`src/rtl/dmem_arbiter_if.sv`:
```
// Bundle of the CPU MEM-stage port, the loader/debug port and the data-memory
// port that dmem_arbiter multiplexes. "slave" is the arbiter's view; "master"
// is the environment (CPU, loader and memory) view.
interface dmem_arbiter_if #(
    parameter int ADDRESS_WIDTH = 32,
    parameter int DATA_WIDTH    = 32
);
    // CPU MEM stage
    logic                     cpu_req;
    logic                     cpu_we;
    logic [ADDRESS_WIDTH-1:0] cpu_a;
    logic [DATA_WIDTH-1:0]    cpu_wd;
    logic [DATA_WIDTH-1:0]    cpu_rd;
    logic                     cpu_stall;

    // Loader / debug port
    logic                     ldr_valid;
    logic                     ldr_we;
    logic [ADDRESS_WIDTH-1:0] ldr_a;
    logic [DATA_WIDTH-1:0]    ldr_wd;
    logic                     ldr_ready;
    logic [DATA_WIDTH-1:0]    ldr_rd;
    logic                     ldr_rvalid;

    // Data memory (async read, write on posedge clk)
    logic                     mem_we;
    logic [ADDRESS_WIDTH-1:0] mem_a;
    logic [DATA_WIDTH-1:0]    mem_wd;
    logic [DATA_WIDTH-1:0]    mem_rd;

    modport slave (
        input  cpu_req, cpu_we, cpu_a, cpu_wd,
        output cpu_rd, cpu_stall,
        input  ldr_valid, ldr_we, ldr_a, ldr_wd,
        output ldr_ready, ldr_rd, ldr_rvalid,
        output mem_we, mem_a, mem_wd,
        input  mem_rd
    );

    modport master (
        output cpu_req, cpu_we, cpu_a, cpu_wd,
        input  cpu_rd, cpu_stall,
        output ldr_valid, ldr_we, ldr_a, ldr_wd,
        input  ldr_ready, ldr_rd, ldr_rvalid,
        input  mem_we, mem_a, mem_wd,
        output mem_rd
    );
endinterface

```
`src/rtl/dmem_arbiter.sv`:
```
// Data-memory port arbiter: shares one word-addressed memory port between the
// CPU MEM stage and a loader/debug port, zero-fills the memory window after
// reset and bounds-checks every granted access against that window.
module dmem_arbiter #(
    parameter int                       ADDRESS_WIDTH  = 32,
    parameter int                       DATA_WIDTH     = 32,
    parameter logic [ADDRESS_WIDTH-1:0] MEM_BASE       = ADDRESS_WIDTH'(32'h1000),
    parameter logic [ADDRESS_WIDTH-1:0] MEM_TOP        = ADDRESS_WIDTH'(32'h1FFF),
    parameter bit                       CLEAR_ON_RESET = 1'b1,
    parameter int                       STARVE_LIMIT   = 8
) (
    input  logic                clk,
    input  logic                rst_n,
    dmem_arbiter_if.slave       bus,
    output logic                init_done,
    output logic                fault
);

    typedef enum logic {
        ST_CLEAR = 1'b0,
        ST_RUN   = 1'b1
    } state_t;

    localparam state_t         RESET_STATE = CLEAR_ON_RESET ? ST_CLEAR : ST_RUN;
    localparam logic [7:0]     STARVE_MAX  = 8'(STARVE_LIMIT);

    state_t                    state_q, state_d;
    logic [ADDRESS_WIDTH-1:0]  clr_ptr_q, clr_ptr_d;
    logic [7:0]                starve_cnt_q, starve_cnt_d;
    logic [DATA_WIDTH-1:0]     ldr_rd_q, ldr_rd_d;
    logic                      ldr_rvalid_q, ldr_rvalid_d;
    logic                      fault_q, fault_d;

    logic                      run;
    logic                      ldr_win;
    logic                      cpu_win;
    logic                      any_win;
    logic [ADDRESS_WIDTH-1:0]  sel_a;
    logic                      sel_we;
    logic [DATA_WIDTH-1:0]     sel_wd;
    logic                      in_range;

    logic                      mem_we_c;
    logic [ADDRESS_WIDTH-1:0]  mem_a_c;
    logic [DATA_WIDTH-1:0]     mem_wd_c;

    // Single winner per cycle: the loader only beats a requesting CPU once it
    // has watched the CPU win STARVE_LIMIT cycles in a row.
    assign run     = (state_q == ST_RUN);
    assign ldr_win = run && bus.ldr_valid &&
                     (!bus.cpu_req || (starve_cnt_q == STARVE_MAX));
    assign cpu_win = run && bus.cpu_req && !ldr_win;
    assign any_win = ldr_win || cpu_win;

    assign sel_a   = ldr_win ? bus.ldr_a  : bus.cpu_a;
    assign sel_we  = ldr_win ? bus.ldr_we : bus.cpu_we;
    assign sel_wd  = ldr_win ? bus.ldr_wd : bus.cpu_wd;

    assign in_range = (sel_a >= MEM_BASE) && (sel_a <= MEM_TOP);

    // Next-state, clear engine, memory drive and starvation counter.
    always_comb begin
        // NOTE: every variable written here gets a default first, so no path
        // can leave one unassigned and infer a latch.
        state_d      = state_q;
        clr_ptr_d    = clr_ptr_q;
        starve_cnt_d = starve_cnt_q;
        mem_we_c     = 1'b0;
        mem_a_c      = MEM_BASE;
        mem_wd_c     = '0;

        unique case (state_q)
            ST_CLEAR: begin
                mem_we_c  = 1'b1;
                mem_a_c   = clr_ptr_q;
                clr_ptr_d = clr_ptr_q + ADDRESS_WIDTH'(1);
                if (clr_ptr_q == MEM_TOP) begin
                    state_d = ST_RUN;
                end
            end

            ST_RUN: begin
                // Out-of-range accesses still complete, but are parked on
                // MEM_BASE with the write suppressed.
                if (any_win) begin
                    mem_a_c  = in_range ? sel_a : MEM_BASE;
                    mem_we_c = sel_we && in_range;
                    mem_wd_c = sel_wd;
                end

                if (ldr_win || !bus.ldr_valid) begin
                    starve_cnt_d = '0;
                end else if (cpu_win && starve_cnt_q != STARVE_MAX) begin
                    starve_cnt_d = starve_cnt_q + 8'd1;
                end
            end
        endcase
    end

    // Loader read capture and out-of-range fault flag for the following cycle.
    always_comb begin
        ldr_rd_d     = ldr_rd_q;
        ldr_rvalid_d = ldr_win && !bus.ldr_we;
        fault_d      = any_win && !in_range;
        if (ldr_win && !bus.ldr_we) begin
            ldr_rd_d = in_range ? bus.mem_rd : '0;
        end
    end

    // State registers with synchronous active-low reset.
    always_ff @(posedge clk) begin
        // NOTE: sequential state uses non-blocking assignments so every
        // register samples the pre-edge values of the others.
        if (!rst_n) begin
            state_q      <= RESET_STATE;
            clr_ptr_q    <= MEM_BASE;
            starve_cnt_q <= '0;
            ldr_rd_q     <= '0;
            ldr_rvalid_q <= 1'b0;
            fault_q      <= 1'b0;
        end else begin
            state_q      <= state_d;
            clr_ptr_q    <= clr_ptr_d;
            starve_cnt_q <= starve_cnt_d;
            ldr_rd_q     <= ldr_rd_d;
            ldr_rvalid_q <= ldr_rvalid_d;
            fault_q      <= fault_d;
        end
    end

    assign bus.mem_we     = mem_we_c;
    assign bus.mem_a      = mem_a_c;
    assign bus.mem_wd     = mem_wd_c;
    assign bus.cpu_rd     = (cpu_win && in_range) ? bus.mem_rd : '0;
    assign bus.cpu_stall  = bus.cpu_req && !cpu_win;
    assign bus.ldr_ready  = ldr_win;
    assign bus.ldr_rd     = ldr_rd_q;
    assign bus.ldr_rvalid = ldr_rvalid_q;
    assign init_done      = run;
    assign fault          = fault_q;

endmodule
```
`src/flat_wrapper.sv`:
```
// flat-port wrapper written by rule: the top's interface ports become plain ports
module dmem_arbiter_flat 
#(
    parameter int                       ADDRESS_WIDTH  = 32,
    parameter int                       DATA_WIDTH     = 32,
    parameter logic [ADDRESS_WIDTH-1:0] MEM_BASE       = ADDRESS_WIDTH'(32'h1000),
    parameter logic [ADDRESS_WIDTH-1:0] MEM_TOP        = ADDRESS_WIDTH'(32'h1FFF),
    parameter bit                       CLEAR_ON_RESET = 1'b1,
    parameter int                       STARVE_LIMIT   = 8
)
  (clk, rst_n, init_done, fault, bus_cpu_req, bus_cpu_we, bus_cpu_a, bus_cpu_wd, bus_cpu_rd, bus_cpu_stall, bus_ldr_valid, bus_ldr_we, bus_ldr_a, bus_ldr_wd, bus_ldr_ready, bus_ldr_rd, bus_ldr_rvalid, bus_mem_we, bus_mem_a, bus_mem_wd, bus_mem_rd);
  dmem_arbiter_if #(.ADDRESS_WIDTH(ADDRESS_WIDTH), .DATA_WIDTH(DATA_WIDTH)) bus_i ();
  input  logic clk;
  input  logic rst_n;
  output logic init_done;
  output logic fault;
  input wire logic [$bits(bus_i.cpu_req)-1:0] bus_cpu_req;
  input wire logic [$bits(bus_i.cpu_we)-1:0] bus_cpu_we;
  input wire logic [$bits(bus_i.cpu_a)-1:0] bus_cpu_a;
  input wire logic [$bits(bus_i.cpu_wd)-1:0] bus_cpu_wd;
  output wire logic [$bits(bus_i.cpu_rd)-1:0] bus_cpu_rd;
  output wire logic [$bits(bus_i.cpu_stall)-1:0] bus_cpu_stall;
  input wire logic [$bits(bus_i.ldr_valid)-1:0] bus_ldr_valid;
  input wire logic [$bits(bus_i.ldr_we)-1:0] bus_ldr_we;
  input wire logic [$bits(bus_i.ldr_a)-1:0] bus_ldr_a;
  input wire logic [$bits(bus_i.ldr_wd)-1:0] bus_ldr_wd;
  output wire logic [$bits(bus_i.ldr_ready)-1:0] bus_ldr_ready;
  output wire logic [$bits(bus_i.ldr_rd)-1:0] bus_ldr_rd;
  output wire logic [$bits(bus_i.ldr_rvalid)-1:0] bus_ldr_rvalid;
  output wire logic [$bits(bus_i.mem_we)-1:0] bus_mem_we;
  output wire logic [$bits(bus_i.mem_a)-1:0] bus_mem_a;
  output wire logic [$bits(bus_i.mem_wd)-1:0] bus_mem_wd;
  input wire logic [$bits(bus_i.mem_rd)-1:0] bus_mem_rd;
  assign bus_i.cpu_req = bus_cpu_req;
  assign bus_i.cpu_we = bus_cpu_we;
  assign bus_i.cpu_a = bus_cpu_a;
  assign bus_i.cpu_wd = bus_cpu_wd;
  assign bus_cpu_rd = bus_i.cpu_rd;
  assign bus_cpu_stall = bus_i.cpu_stall;
  assign bus_i.ldr_valid = bus_ldr_valid;
  assign bus_i.ldr_we = bus_ldr_we;
  assign bus_i.ldr_a = bus_ldr_a;
  assign bus_i.ldr_wd = bus_ldr_wd;
  assign bus_ldr_ready = bus_i.ldr_ready;
  assign bus_ldr_rd = bus_i.ldr_rd;
  assign bus_ldr_rvalid = bus_i.ldr_rvalid;
  assign bus_mem_we = bus_i.mem_we;
  assign bus_mem_a = bus_i.mem_a;
  assign bus_mem_wd = bus_i.mem_wd;
  assign bus_i.mem_rd = bus_mem_rd;
  dmem_arbiter #(.ADDRESS_WIDTH(ADDRESS_WIDTH), .DATA_WIDTH(DATA_WIDTH), .MEM_BASE(MEM_BASE), .MEM_TOP(MEM_TOP), .CLEAR_ON_RESET(CLEAR_ON_RESET), .STARVE_LIMIT(STARVE_LIMIT)) u_core (.clk(clk), .rst_n(rst_n), .bus(bus_i), .init_done(init_done), .fault(fault));
endmodule
```
`config.mk`:
```
export PLATFORM = sky130hd
export DESIGN_NAME = dmem_arbiter_flat
export DESIGN_NICKNAME = d
export VERILOG_FILES = /design/src/rtl/dmem_arbiter_if.sv /design/src/rtl/dmem_arbiter.sv /design/src/flat_wrapper.sv
export SDC_FILE = /design/constraint.sdc
export NUM_CORES = 1
export LEC_CHECK = 0
export CORE_AREA = 2 2 118 120
export CTS_BUF_LIST = sky130_fd_sc_hd__clkbuf_8
export CTS_CLUSTER_SIZE = 40
export DETAILED_ROUTE_END_ITERATION = 8
export DIE_AREA = 0 0 120 122
export GPL_ROUTABILITY_DRIVEN = 0
export MAX_ROUTING_LAYER = met4
export PLACE_DENSITY_LB_ADDON = 0.3
export SYNTH_ARGS = -nofsm -noshare
export SYNTH_HDL_FRONTEND = slang
export SYNTH_SLANG_ARGS = --single-unit
```
`constraint.sdc`:
```
create_clock -name clk -period 7 [get_ports clk]
set_input_delay 1.05 -clock clk [delete_from_list [all_inputs] [get_ports clk]]
set_output_delay 1.05 -clock clk [all_outputs]
set_load 0.03 [all_outputs]
```
==> flow_summary_export.csv <==
group,metric,value,unit
critical_path,path_max_fanout,32,
pwr,p_leak,2.75,nW
layout,fin_nets,1040,
synth,syn_avg_cell_area,7.36,um^2
pwr,power.share.clock,36.4,%
place,hpwl,12100,um
pwr,finalPower,0.000878,W
synth,synth.ff_latch_count,75,
clock_tree,post_cts_buffers,0,
sta,hold_viol,0,
layout,layout.cells.non_filler,1056,
critical_path,critical_path_class,"in2out",
synth,ys_types,43,
critical_path,start_kind,"input port",
place,place_ws,1810,ps
critical_path,worstPathRequired,5950,ps
clock_tree,clk_transition_reported_paths,80,ps
synth,synth_area_leaders,"dfxtp_1, nand2_1, and2_1, a21oi_1, nand3_1",
synth,synth_top_cell_by_area,"dfxtp_1",
drt,drt-pass1-iter-count,4,
global_routing,grt_max_degree,49,
clock_tree,cts_buffer_depth,2,
clock_tree,cts_resized,0,
drt,ant_nets,0,
floorplanning,rows,43,
clock_tree,cts_buffers,9,
floorplanning,die_y,122,um
floorplanning,coreArea,0.0135,mm^2
layout,synthToLayoutAreaGrowth,74.9,%
synth,synth_warnings,0,
pwr,seqPwrFrac,49.0,%
synth,synth_nets,765,
floorplanning,dieWidth,120,um
synth,syn_area,0.00439,mm^2
pwr,irDropWorstVdd,0.112,mV
drt,wl_per_cell,15.3,um
sta,tns,0,ps
synth,synthCells,596,
pwr,comb_power_share,14.6,%
sta,maxSlewViolCount,0,
sta,fin_ws,1830,ps
min_path,hold_path.class,"reg2reg",
sta,rsz0062_at_grt,"no",
sta,maxSlewHeadroom,23.7,%
synth,synthFlopType,"dfxtp_1",
clock_tree,htree_levels,3,
drt,via_count,5090,
synth,synth_commonest_cells,"nand2_1, dfxtp_1, and2_1, a21oi_1, nand3_1",
synth,synth_edf_count,0,
clock_tree,root_buffer,"clkbuf_8",
global_routing,grt_pass1_wl,24200,um
sta,tightest_slew,1150,ps
clock_tree,holdBufCountCts,0,
global_routing,grt_overflow_total,0,
synth,synth.most_common_cell,"nand2_1",
pwr,power.density,114,mW/mm^2
floorplanning,start_util,32.5,%
synth,ys_seq_area_share,34.2,%
sta,max_freq,0.194,GHz
drt,wirelength,16200,um
critical_path,crit_path_end_kind,"output pin",
sta,setup_viol,0,
layout,drive_gt1_share,3.08,%
drt,drt_iter0_drc,224,
clock_tree,tritoncts,"yes",
place,port_buffers,299,
synth,synth-async-reset-ratio,0,%
pwr,power.internal,0.000682,W
place,dp_cells,1040,
layout,antenna_cells,0,
sta,timing.hold.ws,453,ps
pwr,p_sw,0.000197,W
floorplanning,ios,300,
global_routing,antenna_found_initial,0,
clock_tree,clock-sinks,75,
drt,drc,0,
run,drv_cap,0,
sta,period_minus_slack,5170,ps
drt,routed_via_density,4.82,
clock_tree,clock_latency,350,ps
global_routing,grt.total_usage,21.1,%
outcome,status,"completed",
sta,clock_skew,10.9,ps
synth,yosysTopAreaCellShare,34.2,%
pwr,swShare,22.4,%
floorplanning,die_area,0.0146,mm^2
critical_path,critPathArrivalTime,4120,ps
global_routing,grt_pass1_vias,4680,
sta,min_period_over_period,73.8,%
==> power groups by stage <==
stage | clock [W] | combinational (W) | sequential (W)
after CTS | 0.000332 | 0.000129 | 0.000430
after detailed placement | 0 | 0.000128 | 0.000440
after global routing | 0.000350 | 0.000137 | 0.000430
after global placement | 0 | 0.000128 | 0.000440
final | 0.000320 | 0.000128 | 0.000430
after floorplan | 0 | 0.0000235 | 0.000439
==> placed cells by master (no fill, tap or decap), types with 14 or more instances in the layout <==
cell type | netlist | routed
nor4_1 | 14 | 14
nand2_1 | 114 | 114
a21oi_1 | 54 | 54
a21boi_0 | 20 | 20
inv_1 | 17 | 20
nor2b_1 | 17 | 17
nand3_1 | 44 | 44
xnor2_1 | 14 | 14
xor2_1 | 15 | 15
and2_1 | 56 | 56
clkdlybuf4s50_1 | 0 | 299
dfxtp_1 | 75 | 75
mux2i_1 | 14 | 14
==> path summary, 6_finish.rpt <==
kind                                        startpoint                    end  slack (ps)  cells past startpoint
worst max-delay path                     bus_ldr_a[24]         bus_cpu_rd[14]        1830                      7
worst min register to register   u_core.bus.ldr_rd[10]  u_core.bus.ldr_rd[10]         450                      2
worst min-delay path             u_core.bus.ldr_rd[10]  u_core.bus.ldr_rd[10]         450                      2
worst max register to register  u_core.starve_cnt_q[0]  u_core.bus.ldr_rd[14]        4400                      7
==> sequential cells by signal, indices dropped and copies added (netlist names) <==
| name | flops |
|---|---|
| u_core.clr_ptr_q | 32 |
| u_core.bus.ldr_rvalid | 1 |
| u_core.bus.ldr_rd | 32 |
| u_core.init_done | 1 |
| u_core.fault | 1 |
| u_core.starve_cnt_q | 8 |
==> cells by family after synthesis <==
family	Yosys count	synth area share [%]
simple gates	312	36.4
compound gates	103	13.9
mux	14	3.19
buf+inv	60	5.59
xor+xnor	29	5.79
fa+ha+maj	3	0.856
flops	75	34.2
==> layout make-up <==
type | count | area (um^2)
multi-input combinational | 461 | 2650
clock buffer | 9 | 124
tap | 180 | 225
timing repair buffer | 305 | 3040
sequential | 75 | 1500
inverter | 19 | 71.3
fill | 1310 | 5830
clock inverter | 7 | 62.6
==> per-stage QoR <==
stage	utilization [%]	area, um^2
after CTS	56.8	7670
after global routing	56.8	7670
after detailed placement	55.4	7490
final	56.8	7670
after floorplan	-	4390
after global placement	55.4	7490
==> critical path: stages <==
cell and delay, ps:
clkdlybuf4s50_1 400, nor4b_1 290, nand3_1 160, or4_4 520, a21oi_2 760, and2_1 240
clkdlybuf4s50_1 680
==> routing by layer <==
metal	wire (um)	up-vias	GRT usage, %
met3	1150	22	5.10
met4	299	0	6.18
met2	7850	155	35.9
met5	0	-	-
met1	6900	2338	24.7
li1	-	2575	-
Power figures use the tool's default switching activity.
